**src/rtl/raw10_depacker_pkg.sv**
```systemverilog
// Shared widths and types for the RAW10 depacker and its group unpacker.
package raw10_depacker_pkg;

    localparam int RAW10_IN_WIDTH    = 32;
    localparam int RAW10_OUT_WIDTH   = 40;
    localparam int RAW10_GROUP_BYTES = 5;
    localparam int PIXEL_WIDTH       = 10;
    localparam int RAW10_BUF_WIDTH   = 64;
    localparam int RAW10_GROUP_BITS  = RAW10_GROUP_BYTES * 8;

    typedef logic [2:0] cnt_t;

    localparam cnt_t CNT_EMPTY = 3'd0;
    localparam cnt_t CNT_FULL  = 3'd4;

endpackage

```
**src/rtl/raw10_depacker_if.sv**
```systemverilog
// Byte-stream input and pixel-group output bundle of the RAW10 depacker.
interface raw10_depacker_if;
    import raw10_depacker_pkg::*;

    logic                       line_valid_i;
    logic                       data_valid_i;
    logic [RAW10_IN_WIDTH-1:0]  data_i;
    logic                       output_valid_o;
    logic [RAW10_OUT_WIDTH-1:0] output_o;
    logic                       line_valid_o;

    modport master (
        output line_valid_i,
        output data_valid_i,
        output data_i,
        input  output_valid_o,
        input  output_o,
        input  line_valid_o
    );

    modport slave (
        input  line_valid_i,
        input  data_valid_i,
        input  data_i,
        output output_valid_o,
        output output_o,
        output line_valid_o
    );

endinterface

```
**src/rtl/raw10_group_unpack.sv**
```systemverilog
// Combinational RAW10 unpack: 5 bytes (B0 in [7:0]) to 4 pixels (P0 in [39:30]).
module raw10_group_unpack
    import raw10_depacker_pkg::*;
(
    input  logic [RAW10_GROUP_BITS-1:0] i_group,
    output logic [RAW10_OUT_WIDTH-1:0]  o_pixels
);

    // B4 carries the two LSBs of every pixel, P0 in its lowest bit pair.
    for (genvar k = 0; k < 4; k++) begin : g_pix
        assign o_pixels[RAW10_OUT_WIDTH-1-PIXEL_WIDTH*k -: PIXEL_WIDTH] =
            {i_group[8*k +: 8], i_group[32+2*k +: 2]};
    end

endmodule

```
**src/rtl/raw10_depacker.sv**
```systemverilog
// RAW10 depacker: 4-byte words in, one 4-pixel group out per 5 bytes consumed.
module raw10_depacker
    import raw10_depacker_pkg::*;
(
    input  logic             clk_i,
    input  logic             reset_i,
    raw10_depacker_if.slave  bus
);

    logic [RAW10_BUF_WIDTH-1:0]  r_buf;
    cnt_t                        r_cnt;
    logic                        r_out_valid;
    logic [RAW10_OUT_WIDTH-1:0]  r_out;
    logic                        r_line_valid;

    logic [RAW10_BUF_WIDTH-1:0]  w_cat;
    logic                        w_emit;
    logic [RAW10_GROUP_BITS-1:0] w_group;
    logic [RAW10_OUT_WIDTH-1:0]  w_pixels;

    // Append the incoming word behind the held bytes; a group completes whenever cnt was non-zero.
    always_comb begin
        w_cat   = r_buf | ({32'd0, bus.data_i} << {r_cnt, 3'b000});
        w_group = w_cat[RAW10_GROUP_BITS-1:0];
        if (r_cnt != CNT_EMPTY) begin
            w_emit = 1'b1;
        end else begin
            w_emit = 1'b0;
        end
    end

    raw10_group_unpack u_unpack (
        .i_group  (w_group),
        .o_pixels (w_pixels)
    );

    // Carry buffer, byte count and registered outputs.
    always_ff @(posedge clk_i or negedge reset_i) begin
        if (!reset_i) begin
            r_buf        <= 64'd0;
            r_cnt        <= CNT_EMPTY;
            r_out_valid  <= 1'b0;
            r_out        <= 40'd0;
            r_line_valid <= 1'b0;
        end else begin
            r_line_valid <= bus.line_valid_i;
            if (!bus.line_valid_i) begin
                r_buf       <= 64'd0;
                r_cnt       <= CNT_EMPTY;
                r_out_valid <= 1'b0;
            end else if (bus.data_valid_i) begin
                if (w_emit) begin
                    r_buf       <= w_cat >> RAW10_GROUP_BITS;
                    r_cnt       <= r_cnt - 3'd1;
                    r_out_valid <= 1'b1;
                    r_out       <= w_pixels;
                end else begin
                    r_buf       <= w_cat;
                    r_cnt       <= CNT_FULL;
                    r_out_valid <= 1'b0;
                end
            end else begin
                r_out_valid <= 1'b0;
            end
        end
    end

    assign bus.output_valid_o = r_out_valid;
    assign bus.output_o       = r_out;
    assign bus.line_valid_o   = r_line_valid;

endmodule
```
**src/flat_wrapper.sv**
```systemverilog
// flat-port wrapper written by rule: the top's interface ports become plain ports
module raw10_depacker_flat import raw10_depacker_pkg::*;
  (clk_i, reset_i, bus_line_valid_i, bus_data_valid_i, bus_data_i, bus_output_valid_o, bus_output_o, bus_line_valid_o);
  raw10_depacker_if bus_i ();
  input  logic clk_i;
  input  logic reset_i;
  input wire logic [$bits(bus_i.line_valid_i)-1:0] bus_line_valid_i;
  input wire logic [$bits(bus_i.data_valid_i)-1:0] bus_data_valid_i;
  input wire logic [$bits(bus_i.data_i)-1:0] bus_data_i;
  output wire logic [$bits(bus_i.output_valid_o)-1:0] bus_output_valid_o;
  output wire logic [$bits(bus_i.output_o)-1:0] bus_output_o;
  output wire logic [$bits(bus_i.line_valid_o)-1:0] bus_line_valid_o;
  assign bus_i.line_valid_i = bus_line_valid_i;
  assign bus_i.data_valid_i = bus_data_valid_i;
  assign bus_i.data_i = bus_data_i;
  assign bus_output_valid_o = bus_i.output_valid_o;
  assign bus_output_o = bus_i.output_o;
  assign bus_line_valid_o = bus_i.line_valid_o;
  raw10_depacker u_core (.clk_i(clk_i), .reset_i(reset_i), .bus(bus_i));
endmodule
```
**config.mk**
```make
export PLATFORM = sky130hd
export DESIGN_NAME = raw10_depacker_flat
export DESIGN_NICKNAME = d
export VERILOG_FILES = /design/src/rtl/raw10_depacker_pkg.sv /design/src/rtl/raw10_depacker_if.sv /design/src/rtl/raw10_group_unpack.sv /design/src/rtl/raw10_depacker.sv /design/src/flat_wrapper.sv
export SDC_FILE = /design/constraint.sdc
export NUM_CORES = 1
export LEC_CHECK = 0
export ABC_AREA = 1
export BUFFER_PORTS_ARGS = -buffer_cell sky130_fd_sc_hd__buf_4
export CAP_MARGIN = 20
export CORE_MARGIN = 2
export CORE_UTILIZATION = 50
export DETAILED_ROUTE_END_ITERATION = 8
export PLACE_DENSITY_LB_ADDON = 0.12
export SLEW_MARGIN = 0
export SYNTH_ARGS = -nofsm -noshare
export SYNTH_HDL_FRONTEND = slang
export SYNTH_HIERARCHICAL = 1
export SYNTH_SLANG_ARGS = --single-unit
```
**constraint.sdc**
```tcl
create_clock -name clk_i -period 1.9 [get_ports clk_i]
set_input_delay 0.285 -clock clk_i [delete_from_list [all_inputs] [get_ports clk_i]]
set_output_delay 0.285 -clock clk_i [all_outputs]
set_load 0.01 [all_outputs]
```
==> impl_results.md <==
- CTS Sinks: between 100 and 150
- Synth top area cells: dfrtp_1 43%, nand2_1 24%, nand3_1 6.1%, buf_4 5.3%, inv_1 4.4%
- Slew Viols, Final: 0
- Syn Nets: between 900 and 1000
- Max FO, Critical Path: 25
- Unrepaired setup endpoints after global routing: no
- Cell Pwr Density: ~1100 nW/um2
- Detail Placement HPWL: 11.79 mm
- CTS tree: built
- Required time of the critical path: about 2.2 ns
- Nets: roughly 940
- Flops & latches, synth: roughly 110
- Largest buffer count on any clock path: 2
- Drt first pass iters: 5
- Met3 WL: about 1.1 mm
- Cell Rows: 41
- Routed len/inst: between 15 and 20 um
- Root buffer cell: clkbuf_16
- Min Hold Slack: 0.07688 ns
- Final core occ: ~57%
- Post-Route Setup TNS: 0 ns
- Vias in the first global route: 5306
- Primary FF master, synth: dfrtp_1
- M1 WL: 7.943 mm
- Final hold violations: 0
- Post-synth ARST share: 100.0%
- Critical path type: flop to flop
- Global-route wire length before repair: around 28 mm
- Post-synthesis mux area share: 0%
- Final setup viols: 0
- Total gr overflow: 0
- CTS clk-pin slew, worst paths: approximately 0.070 ns
- Minimum clock period after layout: 1.657 ns
- Layout Cells excl Fill: about 1100
- Die Span Y: roughly 120 um
- Synth cell types: 24
- Worst Hold Class: input port to flop
- Area growth, synth to finish: 11.29%
- Worst slew pin tran: roughly 0.5 ns
- DR vias: between 5000 and 6000
- Setup Buffers After CTS: 0
- Post-synth EDFFs: 0
- Area leader, netlist: dfrtp_1
- Hold_buf cts: 1
- FMAX: 0.6037 GHz
- DRC Markers: 0
- Htree depth: 3
- I/O Pins: 78
- Largest net degree at the start of global routing: between 50 and 60
- # port buffers: 77
- Met2 wire len: approximately 7.6 mm
- Uppermost layer routed: met4
- Clk_skew: 0.005518 ns
- Synth Area in XOR/XNOR: 0%
- GP Congestion: roughly 0.89
- Status: complete, no violations
- Startpoint types: flop
- Mapped Area: ~6400 um2
- Final period utilization: between 80% and 90%
- Nature of the critical path endpoint: flop
- Rel. slew slack: 66.56%
- Syn_area_per_cell: ~7.2 um2
- Synth cell count leaders: 412 x nand2_1, 109 x dfrtp_1, 78 x nand3_1
- Seq/Total Area, Yosys: between 40% and 50%
- Post-CTS resize count: 0
- Total GRT Usage: approximately a quarter
- Cells after DPL: roughly 1100
- Simple-gate portion of the synthesized area: between 30 and 40%
- Synth top area share: 42.73%
- Top-count cell post-synth: nand2_1
- Antenna violation net count after detailed routing: 0
- Initial antenna violation count: 0
- Maximum vdd drop: 0.4809 mV
- Total CTS buffers: 9
- Main combinational cell family by area after synthesis: simple AND/OR/NAND/NOR gates
- P_leak: 3.904 nW
- Core area: roughly 13000 um2
- Compound-Gate Fraction of Synth Area: under 10%
- Adder-cell share of the synthesized area: 0%
- Max cap viols: 0
- Routed vias/inst: ~5.2
- Synthesized netlist cell count: around 880
- Clock latency on the worst-skew pair: between 0.3 and 0.4 ns
- Starting Density: 51.00%
- Initial drt markers: between 400 and 500
- Post-Route WL: 17.14 mm
- Synthesis Warnings: 6
- Layout cell share with drive strength beyond 1: between 10% and 20%
- Critical Path AT: ~1.9 ns
- Die area: between 10000 and 15000 um2
- Die width: approximately 120 um
- ANT cells: 0
layout make-up:
class | instances | area [um2]
Clock buffer | 10 | 239.0
Clock inverter | 6 | 61.31
Fill cell | 1236 | 5413
Inverter | 80 | 307.8
Multi-Input combinational cell | 607 | 2766
Sequential cell | 109 | 2729
Tap cell | 172 | 215.2
Timing Repair Buffer | 96 | 785.8
where the power goes:
group	internal [mW]	leakage [nW]	switching [mW]
registers	2.86	1.45	0.313
clock network	1.06	0.149	0.877
logic	1.12	2.30	1.61
total	5.04	3.90	2.80
worst paths after layout:
path,start,slack (ns),depth (start not counted),end
hold / removal,bus_line_valid_i,0.08,1,u_core/bus.line_valid_o
max in group asynchronous,reset_i,0.85,3,u_core/r_buf[47]
setup reg to reg,u_core/r_cnt[0],0.24,8,u_core/r_buf[22]
hold reg to reg,u_core/r_buf[32],0.48,2,u_core/r_buf[32]
setup / recovery,u_core/r_cnt[0],0.24,8,u_core/r_buf[22]
min in group asynchronous,reset_i,0.42,2,u_core/bus.output_o[25]
cells by family after synthesis:
group | after synthesis
flip-flops | 109
buffers and inverters | 168
AND/OR/NAND/NOR | 532
AO/OA/AOI/OAI | 75
sequential cells by signal, summed over array words and instances, names as in the netlist:
name and cells:
u_core/bus.output_valid_o 1, u_core/bus.output_o 40, u_core/r_buf 64, u_core/bus.line_valid_o 1, u_core/r_cnt 3
stage by stage:
step                instance area (um2)  worst slack (ns)  power (mW)
finish                             7104            0.2435       7.839
CTS                                7104            0.2425       7.899
detailed placement                 6794            0.2562       5.951
global route                       7104            0.1024       8.361
global placement                   6794            0.3219       5.901
floorplan                          6384            0.5181       5.028
layout by cell type (no fill, tap or decap):
cell type	instances
nor2_1	8
o21ai_2	8
a31oi_1	8
clkinv_2	3
o21ai_0	16
dlygate4sd3_1	1
nand3_1	78
inv_1	75
inv_6	1
a21oi_1	7
clkbuf_16	9
inv_8	1
a22oi_1	17
clkbuf_8	1
buf_12	5
nand2_2	10
o32ai_1	1
a21oi_2	2
buf_4	90
nor2_4	1
bufinv_16	1
nor2_2	1
clkinvlp_4	1
o21ai_1	16
nand3_2	19
inv_2	4
nand2_1	412
dfrtp_2	1
nor2_8	3
dfrtp_1	108
critical path, stage by stage (launching register included):
cell and delay [ns]:
dfrtp_2 0.51, inv_2 0.38, nand2_1 0.09, nand3_1 0.08, nand2_1 0.12, nand2_1 0.09, nand2_1 0.12, nand2_1 0.08
nand3_1 0.06
per-layer routing:
metal | up-vias | GRT usage [%]
met5 | - | 0
met4 | 0 | 12.16
met3 | 38 | 4.377
li1 | 2758 | -
met2 | 216 | 39.34
met1 | 2643 | 38.73
(Power assumes the default switching activity.)
